<file path="src/rtl/display_scan_ctrl_if.sv">
// rtl/display_scan_ctrl_if.sv - write port bundle for the display scan sequencer
interface display_scan_ctrl_if #(
  parameter int DIGITS = 4
);
  logic                  wr_en;
  logic [DIGITS*4-1:0]   wr_data;
  logic [DIGITS-1:0]     wr_dp;
  logic                  wr_ready;

  modport master (output wr_en, output wr_data, output wr_dp, input wr_ready);
  modport slave  (input wr_en, input wr_data, input wr_dp, output wr_ready);
endinterface

</file>
<file path="src/rtl/display_scan_ctrl.sv">
// rtl/display_scan_ctrl.sv - multiplexed 7-segment scan sequencer with frame-synchronous shadow buffer
module display_scan_ctrl #(
  parameter int          DIGITS      = 4,
  parameter int          ON_TICKS    = 3,
  parameter int          BLANK_TICKS = 1,
  parameter logic [23:0] P0          = 24'd12499,
  parameter logic [23:0] P1          = 24'd24999,
  parameter logic [23:0] P2          = 24'd49999,
  parameter logic [23:0] P3          = 24'd99999
) (
  input  logic              clk,
  input  logic              rst,
  input  logic              tick,
  input  logic [1:0]        rate_sel,
  output logic [23:0]       tmr_period,
  display_scan_ctrl_if.slave wr,
  output logic [DIGITS-1:0] anode,
  output logic [6:0]        seg,
  output logic              dp,
  output logic              frame_start
);
  localparam int CMAX = (ON_TICKS > BLANK_TICKS) ? ON_TICKS : BLANK_TICKS;
  localparam int CW   = (CMAX > 1) ? $clog2(CMAX) : 1;
  localparam int IW   = (DIGITS > 1) ? $clog2(DIGITS) : 1;

  typedef enum logic {BLANK, SHOW} state_t;

  state_t              state_q, state_d;
  logic [IW-1:0]       idx_q, idx_d;
  logic [CW-1:0]       cnt_q, cnt_d;
  logic                boundary, commit, pending;
  logic [DIGITS*4-1:0] shadow_data, active_data, active_data_d;
  logic [DIGITS-1:0]   shadow_dp, active_dp, active_dp_d;
  logic [3:0]          nibble_d;

  function automatic logic [6:0] hex7(input logic [3:0] v);
    case (v)
      4'h0: hex7 = 7'b1000000;
      4'h1: hex7 = 7'b1111001;
      4'h2: hex7 = 7'b0100100;
      4'h3: hex7 = 7'b0110000;
      4'h4: hex7 = 7'b0011001;
      4'h5: hex7 = 7'b0010010;
      4'h6: hex7 = 7'b0000010;
      4'h7: hex7 = 7'b1111000;
      4'h8: hex7 = 7'b0000000;
      4'h9: hex7 = 7'b0010000;
      4'hA: hex7 = 7'b0001000;
      4'hB: hex7 = 7'b0000011;
      4'hC: hex7 = 7'b1000110;
      4'hD: hex7 = 7'b0100001;
      4'hE: hex7 = 7'b0000110;
      default: hex7 = 7'b0001110;
    endcase
  endfunction

  always_comb begin
    state_d  = state_q;
    idx_d    = idx_q;
    cnt_d    = cnt_q;
    boundary = 1'b0;
    if (tick) begin
      if (cnt_q != '0) begin
        cnt_d = cnt_q - CW'(1);
      end else if (state_q == SHOW) begin
        state_d = BLANK;
        cnt_d   = CW'(BLANK_TICKS - 1);
      end else begin
        state_d = SHOW;
        cnt_d   = CW'(ON_TICKS - 1);
        if (idx_q == IW'(DIGITS - 1)) begin
          idx_d    = '0;
          boundary = 1'b1;
        end else begin
          idx_d = idx_q + IW'(1);
        end
      end
    end
    // Outputs are registered from the post-edge view, so a commit on this edge is already visible on digit 0.
    commit        = boundary && pending;
    active_data_d = commit ? shadow_data : active_data;
    active_dp_d   = commit ? shadow_dp : active_dp;
    nibble_d      = active_data_d[idx_d*4 +: 4];
  end

  always_ff @(posedge clk or negedge rst) begin
    if (!rst) begin
      state_q <= BLANK;
      idx_q   <= IW'(DIGITS - 1);
      cnt_q   <= '0;
    end else begin
      state_q <= state_d;
      idx_q   <= idx_d;
      cnt_q   <= cnt_d;
    end
  end

  always_ff @(posedge clk or negedge rst) begin
    if (!rst) begin
      pending     <= 1'b0;
      shadow_data <= '0;
      shadow_dp   <= '0;
      active_data <= '0;
      active_dp   <= '0;
      tmr_period  <= P0;
      frame_start <= 1'b0;
      anode       <= '1;
      seg         <= 7'h7F;
      dp          <= 1'b1;
    end else begin
      frame_start <= boundary;
      if (boundary) begin
        case (rate_sel)
          2'd0:    tmr_period <= P0;
          2'd1:    tmr_period <= P1;
          2'd2:    tmr_period <= P2;
          default: tmr_period <= P3;
        endcase
      end
      if (commit) begin
        active_data <= shadow_data;
        active_dp   <= shadow_dp;
        pending     <= 1'b0;
      end else if (wr.wr_en && !pending) begin
        shadow_data <= wr.wr_data;
        shadow_dp   <= wr.wr_dp;
        pending     <= 1'b1;
      end
      if (state_d == SHOW) begin
        anode <= ~(DIGITS'(1) << idx_d);
        seg   <= hex7(nibble_d);
        dp    <= ~active_dp_d[idx_d];
      end else begin
        anode <= '1;
        seg   <= 7'h7F;
        dp    <= 1'b1;
      end
    end
  end

  assign wr.wr_ready = ~pending;
endmodule

</file>
<file path="src/flat_wrapper.sv">
// flat-port wrapper written by rule: the top's interface ports become plain ports
module display_scan_ctrl_flat 
#(
  parameter int          DIGITS      = 4,
  parameter int          ON_TICKS    = 3,
  parameter int          BLANK_TICKS = 1,
  parameter logic [23:0] P0          = 24'd12499,
  parameter logic [23:0] P1          = 24'd24999,
  parameter logic [23:0] P2          = 24'd49999,
  parameter logic [23:0] P3          = 24'd99999
)
  (clk, rst, tick, rate_sel, tmr_period, anode, seg, dp, frame_start, wr_wr_en, wr_wr_data, wr_wr_dp, wr_wr_ready);
  display_scan_ctrl_if #(.DIGITS(DIGITS)) wr_i ();
  input  logic clk;
  input  logic rst;
  input  logic tick;
  input  logic [1:0] rate_sel;
  output logic [23:0] tmr_period;
  output logic [DIGITS-1:0] anode;
  output logic [6:0] seg;
  output logic dp;
  output logic frame_start;
  input wire logic [$bits(wr_i.wr_en)-1:0] wr_wr_en;
  input wire logic [$bits(wr_i.wr_data)-1:0] wr_wr_data;
  input wire logic [$bits(wr_i.wr_dp)-1:0] wr_wr_dp;
  output wire logic [$bits(wr_i.wr_ready)-1:0] wr_wr_ready;
  assign wr_i.wr_en = wr_wr_en;
  assign wr_i.wr_data = wr_wr_data;
  assign wr_i.wr_dp = wr_wr_dp;
  assign wr_wr_ready = wr_i.wr_ready;
  display_scan_ctrl #(.DIGITS(DIGITS), .ON_TICKS(ON_TICKS), .BLANK_TICKS(BLANK_TICKS), .P0(P0), .P1(P1), .P2(P2), .P3(P3)) u_core (.clk(clk), .rst(rst), .tick(tick), .rate_sel(rate_sel), .tmr_period(tmr_period), .wr(wr_i), .anode(anode), .seg(seg), .dp(dp), .frame_start(frame_start));
endmodule
</file>
<file path="config.mk">
export PLATFORM = sky130hd
export DESIGN_NAME = display_scan_ctrl_flat
export DESIGN_NICKNAME = d
export VERILOG_FILES = /design/src/rtl/display_scan_ctrl_if.sv /design/src/rtl/display_scan_ctrl.sv /design/src/flat_wrapper.sv
export SDC_FILE = /design/constraint.sdc
export NUM_CORES = 1
export LEC_CHECK = 0
export ABC_AREA = 1
export BUFFER_PORTS_ARGS = -buffer_cell sky130_fd_sc_hd__buf_4
export CORE_ASPECT_RATIO = 1.4
export CORE_MARGIN = 2
export CORE_UTILIZATION = 56
export DETAILED_ROUTE_END_ITERATION = 7
export PLACE_DENSITY = 0.8
export SLEW_MARGIN = 20
export SYNTH_ARGS = -nofsm -noshare
export SYNTH_HDL_FRONTEND = slang
export SYNTH_SLANG_ARGS = --single-unit
</file>
<file path="constraint.sdc">
create_clock -name clk -period 3.51 [get_ports clk]
set_clock_uncertainty 0.2 [all_clocks]
set_input_delay 0.1755 -clock clk [delete_from_list [all_inputs] [get_ports clk]]
set_output_delay 0.1755 -clock clk [all_outputs]
set_load 0.01 [all_outputs]
</file>
## After elaboration in Yosys (flattened, before gate mapping)

Memory sizes are Yosys's and may differ from the RTL's.
Index checks and enable logic that the tools add are counted.

| operators by class | value |
|---|---|
| $add $sub $neg | 2 |
| magnitude comparators | 1 |
| eq/ne operators | 3 |
| shift operators | 2 |
| mux-type cells | 23 |
| bitwise operators | 4 |
| reduce and logical (&&, ||, !) cells | 7 |

Operators with widths:

| kind | count |
|---|---|
| one-hot mux 17 bit (3 select lines) | 1 |
| two-way mux 16 bit | 1 |
| variable part select 16 x 5 -> 4 bit | 1 |
| two-way mux 2 bit | 6 |
| two-way mux 1 bit | 11 |
| two-way mux 4 bit | 2 |
| two-way mux 7 bit | 1 |
| == test 2 bit, second input constant | 2 |
| NOT 4 bit | 1 |
| nonzero test 2 bit | 2 |
| left shift 1 x 2 -> 4 bit, first input constant | 1 |
| < comparator 2 x 3 -> 1 bit, second input constant | 1 |
| NOT 1 bit | 3 |
| adder 2 x 1 -> 2 bit, second input constant | 1 |
| binary-select mux 1 bit (select 2 bit) | 1 |
| == test 2 x 1 -> 1 bit, second input constant | 1 |
| logical AND 1 bit | 2 |
| zero test 2 bit | 1 |
| AND reduction 2 bit | 1 |
| subtractor 2 x 1 -> 2 bit, second input constant | 1 |
| zero test 1 bit | 1 |

| storage, ports and cells | value |
|---|---|
| flip-flop bits (word level) | 83 |
| memory bits (read-only) | 112 |
| bits of input ports | 26 |
| output and inout bits | 38 |
| logic and storage cells | 56 |
| memories kept | 1 |

Memories:

| memory | depth | bits a word | rd ports | clocked after Yosys merged registers in | write ports | line | text |
|---|---|---|---|---|---|---|---|
| (no name shown) | 16 | 7 | 1 | 0 | 0 | display_scan_ctrl.sv:37 | `case (v)` |

## Logic depth before layout (Yosys ltp)

| depth | value |
|---|---|
| depth in word-level cells | 11 |
| gate-level depth with buffers | 17 |
| gate-level depth less buffers | 16 |

## Worst setup path after synthesis

Ideal clock, no wire load.

| timing path | value |
|---|---|
| kind | register to register |
| start | reg u_core.idx_q[0] |
| end | reg u_core.seg[0] |
| library setup time | 84 ps |
| arrival | 2150 ps |
| data required time | 3226 ps |
| setup slack | 1076 ps |
| stages on the path, launching flop included | 17 |
| path buffers | 1 |
| period minus slack after synthesis | 2434 ps |
| cell sequence | dfstp_2 -> ha_1 -> inv_1 -> nor2_4 -> nand4_2 -> buf_6 -> nand2_1 -> nand2_1 -> nand2_1 -> nand2_1 -> nor2_2 -> inv_1 -> ha_1 -> nand3_1 -> nand2_1 -> nand2_1 -> nand3_1 |

| between the ends | value |
|---|---|
| longest elaborated chain between the ends | 10 |
| elaborated cells between the ends (all ways) | 15 |
| classes of those cells | 1 x add/sub; 1 x eq/ne; 1 x shift; 10 x mux; 1 x reduce/logical; 1 x memory |

Ends and longest elaborated chain:

| item | line | text |
|---|---|---|
| start, declared | display_scan_ctrl.sv:29 | `logic [IW-1:0] idx_q, idx_d;` |
| start signal, assigned | display_scan_ctrl.sv:89 | `idx_q <= IW'(DIGITS - 1);` |
| start signal, assigned | display_scan_ctrl.sv:93 | `idx_q <= idx_d;` |
| == test 2 bit | display_scan_ctrl.sv:71 | `if (idx_q == IW'(DIGITS - 1)) begin` |
| two-way mux 1 bit | display_scan_ctrl.sv:71 |  |
| two-way mux 1 bit | display_scan_ctrl.sv:65 | `end else if (state_q == SHOW) begin` |
| two-way mux 1 bit | display_scan_ctrl.sv:63 | `if (cnt_q != '0) begin` |
| two-way mux 1 bit | display_scan_ctrl.sv:62 | `if (tick) begin` |
| logical AND 1 bit | display_scan_ctrl.sv:80 | `commit = boundary && pending;` |
| two-way mux 16 bit | -- |  |
| net u_core.active_data_d[5] | display_scan_ctrl.sv:32 | `logic [DIGITS*4-1:0] shadow_data, active_data, active_data_d;` |
| variable part select 16 x 5 -> 4 bit | display_scan_ctrl.sv:83 | `nibble_d = active_data_d[idx_d*4 +: 4];` |
| memory (16 x 7 bit) | -- |  |
| two-way mux 7 bit | display_scan_ctrl.sv:129 | `if (state_d == SHOW) begin` |
| end signal, assigned | display_scan_ctrl.sv:131 | `seg <= hex7(nibble_d);` |
| end, declared | display_scan_ctrl.sv:18 | `output logic [6:0] seg,` |

The timed path passes the listed nets, and every way through them passes these cells.
A chain may end at the register's enable or synchronous reset.

## Final worst setup path

Same ends and word-level chain as after synthesis.

==> flow_results.org <==
** Run status
- Run status :: finished, final reports clean

** Yosys
- For this run, the number of Yosys warnings is 0.
- Synthesized area per cell :: 8.76 µm²
- FFs w/ async S/R, synth :: 100%
- Yosys mapped a number of flops with a built-in enable equal to 0.
- The synthesized netlist occupies a cell area of 0.00352 mm².
- Fraction of the yosys area taken by sequential cells :: 49.7%
- The number of different library cells used by synthesis comes to 29.
- Register bit total from synthesis :: 69
- Prevailing post-synth register cell :: sky130_fd_sc_hd__dfrtp_1
- Synthesis produced 402 cells.

** Worst setup path
- Buffer and inverter count on the worst path :: 3
- Worst Setup End Kind :: register
- The critical path is of the reg2reg type.
- Type of element launching the critical path :: register
- The critical path starts at u_core.idx_q[0]$_DFF_PN1_.
- The critical path goes through ha_1, inv_1, nor2_4, nand4_2, inv_1, nand2_1, nand2_1, nand2_1, nand2_1, nor2_2, inv_1, ha_1, nand3_1, nand2_1, nand2_1, nand3_1.
- FF-to-FF Start :: u_core.idx_q[0]$_DFF_PN1_
- Largest driver fanout on the critical path :: 14
- On the worst path, the slowest cell contributes a delay of 0.56 ns.
- Slowest cell on the critical path :: sky130_fd_sc_hd__dfstp_2
- Data required, critical path :: 3.59 ns
- Arrival time of data at the critical path endpoint :: 3.08 ns
- Among the stages of the critical path, the cell type that occurs most often is sky130_fd_sc_hd__nand2_1.
- Top Family by Delay on Critical Path :: simple AND/OR/NAND/NOR gates

** Final layout
- Footprint of the multi-input gates :: 0.00145 mm²
- Compared with the post-synthesis result, the final layout area differs by 24.2%.
- Share of post-route cells with drive strength above 1 :: 25.4%
- Core occupancy in the finished layout :: 70.9%
- With fillers left out, the area of the finished cells amounts to 0.00437 mm².
- Number of fillers in the final layout :: 440
- Total number of nets in the final design :: 515
- Number of standard cells in the final layout excluding fillers :: 553
- The repair_antennas step left the layout with diodes totalling 0.
- Sequential cell area :: 0.00175 mm²

** Timing
- Max-slew violation total from the final report :: 0
- Setup repair after global routing missed its margin :: false
- Shortest period the worst path allows :: 3.01 ns
- Number of endpoints with negative hold slack in the final report :: 0
- At the pin with the least slew margin, the transition time is 0.842 ns.
- Setup violations remaining at the end of the flow were counted as 0.
- Timing-limited maximum frequency :: 333 MHz
- In the finished design, the share of the clock period the worst path needs comes to 85.6%.
- Tightest slew margin relative to the limit :: 43.9%
- After routing, the total negative slack on setup checks comes to 0 ns.

** Route
- The first TritonRoute pass finished after 4 iterations.
- Detailed-route wire length per cell :: 13.4 µm
- First-iteration detailed-routing DRC count :: 206
- Dividing the detail-routed via count by the number of cells gives 5.06.
- Count of antenna-violating nets left after detailed routing :: 0
- Routed vias :: 2799
- Post-route DRC :: 0
- The routed design has 7.44 mm of wire.

** Placed design
- Routability-driven placement finished with a final weighted congestion of 0.830.
- Including well taps, the total number of placed cells is 513.
- Placed cell areas :: 0.00387 mm²
- During placement, the flow inserted port buffers numbering 53.
- Post-detailed-placement half-perimeter wirelength :: 5.05 mm

** Floorplan
- Die Footprint :: 0.00695 mm²
- The total area inside the core boundary comes to 0.00617 mm².
- For this configuration, the core starts out at a cell density of 57.1%.
- Std cell rows :: 34
- Die Span Y :: 97.8 µm
- Measured along the x axis, the die boundary spans 71.0 µm.
- Count of boundary I/O pins :: 64

** Global routing
- Total congestion overflow :: 0
- Global routing used 23.2% of the available tracks.
- Antenna violations before repair :: 0
- Entering global routing, the biggest net connects 70 pins.
- The first global-routing pass estimated 12.7 mm of wire.
- The via count of the first global-routing pass is 2816.

** Worst hold path
- Beginning of the worst hold path :: rate_sel[0]
- Path category of the worst min-delay check :: in2reg

** Power and ir drop
- Standby leakage power :: 2.30 nW
- Total chip power :: 4.13 mW
- For this design the ratio of total power to cell area is 944 mW/mm².
- The worst-case IR drop observed on VDD is 0.532 mV.

** Clocking
- TritonCTS clock tree :: built
- Clock network latency to the later pin of the worst-skew pair :: 0.34 ns
- CTS built an H-tree with a depth of 3.
- Number of instances resized during post-cts repair :: 0
- Clk pin slew, worst setup/hold paths :: 0.07 ns
- Clk buf depth :: 2
- Root cell of the clock tree :: sky130_fd_sc_hd__clkbuf_8
- The number of clock buffers added by TritonCTS is 9.
- Clock net sink count :: 69

** Run
- Number of violations of the max-capacitance limit :: 0
[what timing repair did]
| action | 4_1_cts | 5_1_grt |
|---|---|---|
| hold buffers | 24 | 0 |
| buffers inserted | 0 | 0 |
| endpoints found under the hold margin | 73 | 0 |
[registers in the layout, summed over array words and instances (netlist names), 2 cells and up]
| signal | count |
|---|---|
| u_core.anode | 4 |
| u_core.shadow_data | 16 |
| u_core.seg | 7 |
| u_core.tmr_period | 10 |
| u_core.idx_q | 2 |
| u_core.cnt_q | 2 |
| u_core.active_dp | 4 |
| u_core.active_data | 16 |
| u_core.shadow_dp | 4 |
[per-layer routing]
| metal | wire [µm] | vias to the layer above | track usage [%] |
|---|---|---|---|
| met5 | 0 | - | 0 |
| met4 | 160 | 0 | 10.0 |
| li1 | - | 1387 | - |
| met1 | 2970 | 1314 | 26.8 |
| met2 | 3960 | 82 | 40.2 |
| met3 | 351 | 16 | 5.78 |
[worst paths after layout]
kind	end	slack [ns]	cells past startpoint
setup / recovery	u_core.seg[0]$_DFF_PN1_	0.50	16
hold / removal	u_core.tmr_period[5]$_DFFE_PN0P_	0.06	4
setup reg to reg	u_core.seg[0]$_DFF_PN1_	0.50	16
hold reg to reg	u_core.tmr_period[6]$_DFFE_PN1P_	0.27	2
max in group asynchronous	u_core.shadow_data[5]$_DFFE_PN0P_	2.28	2
min in group asynchronous	u_core.cnt_q[1]$_DFFE_PN0P_	0.28	2
[where the power goes]
group	leakage [nW]	switching (mW)	total, mW	internal [mW]
combinational	1.40	1.22	1.96	0.737
clock	0.126	0.297	0.809	0.512
sequential	0.773	0.159	1.36	1.20
[area by class of cell]
| type | count | share of cell area (%) |
|---|---|---|
| Timing Repair Buffer | 79 | 14.9 |
| Multi-Input combinational cell | 271 | 33.1 |
| Tap cell | 72 | 2.06 |
| Inverter | 46 | 3.95 |
| Clock buffer | 11 | 3.46 |
| Sequential cell | 69 | 40.0 |
| Clock inverter | 5 | 2.43 |
[through the flow]
step,hold WS [ns],worst slack [ns]
global route,0.0988,0.218
detailed placement,0.137,0.556
finish,0.0571,0.504
global placement,0.125,0.735
floorplan,-0.320,1.08
CTS,0.0372,0.515
[cells in the final DEF, fill, tap and decap left out, types with 3 or more instances in the layout]
cell	synthesis	layout
sky130_fd_sc_hd__a21oi_1	12	12
sky130_fd_sc_hd__and2_1	10	10
sky130_fd_sc_hd__buf_4	14	55
sky130_fd_sc_hd__bufinv_16	0	3
sky130_fd_sc_hd__clkbuf_8	1	11
sky130_fd_sc_hd__conb_1	2	10
sky130_fd_sc_hd__dfrtp_1	50	50
sky130_fd_sc_hd__dfstp_2	19	19
sky130_fd_sc_hd__dlygate4sd3_1	0	24
sky130_fd_sc_hd__ha_1	13	13
sky130_fd_sc_hd__inv_1	46	46
sky130_fd_sc_hd__mux2_2	8	8
sky130_fd_sc_hd__nand2_1	115	115
sky130_fd_sc_hd__nand2_2	9	9
sky130_fd_sc_hd__nand2_4	3	3
sky130_fd_sc_hd__nand3_1	33	33
sky130_fd_sc_hd__nand4_1	14	14
sky130_fd_sc_hd__nor2_1	20	20
sky130_fd_sc_hd__nor2_2	4	4
sky130_fd_sc_hd__nor2_4	5	5
sky130_fd_sc_hd__o21ai_0	8	8
[cell usage after synthesis (2+ instances only)]
master                     count  area share [%]
sky130_fd_sc_hd__buf_2         4            0.57
sky130_fd_sc_hd__o21ai_0       8             1.1
sky130_fd_sc_hd__nor2_1       20             2.1
sky130_fd_sc_hd__nor2_4        5             1.6
sky130_fd_sc_hd__nand4_1      14             2.5
sky130_fd_sc_hd__ha_1         13             4.6
sky130_fd_sc_hd__buf_6         3            0.96
sky130_fd_sc_hd__inv_1        46             4.9
sky130_fd_sc_hd__nand2_4       3            0.96
sky130_fd_sc_hd__nand2_1     115              12
sky130_fd_sc_hd__clkbuf_1      2            0.21
sky130_fd_sc_hd__dfstp_2      19              14
sky130_fd_sc_hd__and2_1       10             1.8
sky130_fd_sc_hd__a21oi_1      12             1.7
sky130_fd_sc_hd__conb_1        2            0.21
sky130_fd_sc_hd__nand2_2       9             1.6
sky130_fd_sc_hd__nor2_2        4            0.71
sky130_fd_sc_hd__nand3_1      33             4.7
sky130_fd_sc_hd__buf_4        14             3.0
sky130_fd_sc_hd__dfrtp_1      50              36
sky130_fd_sc_hd__mux2_2        8             2.6
[worst register-to-register path, cell delays in order (launching register included)]
cell,delay (ns)
sky130_fd_sc_hd__dfstp_2,0.56
sky130_fd_sc_hd__ha_1,0.16
sky130_fd_sc_hd__inv_1,0.06
sky130_fd_sc_hd__nor2_4,0.26
sky130_fd_sc_hd__nand4_2,0.33
sky130_fd_sc_hd__inv_1,0.31
sky130_fd_sc_hd__nand2_1,0.09
sky130_fd_sc_hd__nand2_1,0.10
sky130_fd_sc_hd__nand2_1,0.06
sky130_fd_sc_hd__nand2_1,0.09
sky130_fd_sc_hd__nor2_2,0.07
sky130_fd_sc_hd__inv_1,0.10
sky130_fd_sc_hd__ha_1,0.24
sky130_fd_sc_hd__nand3_1,0.11
sky130_fd_sc_hd__nand2_1,0.08
sky130_fd_sc_hd__nand2_1,0.05
sky130_fd_sc_hd__nand3_1,0.07
[logic make-up after synthesis]
logic type,after synthesis,synth area share [%]
and+or+nand+nor,217,29.5
other,2,0.213
DFF,69,49.7
AOI/OAI and AO/OA,23,3.38
buffers and inverters,70,10.0
adders and majority gates,13,4.62
muxes,8,2.56
No activity file was read; power rests on OpenSTA's default activity.
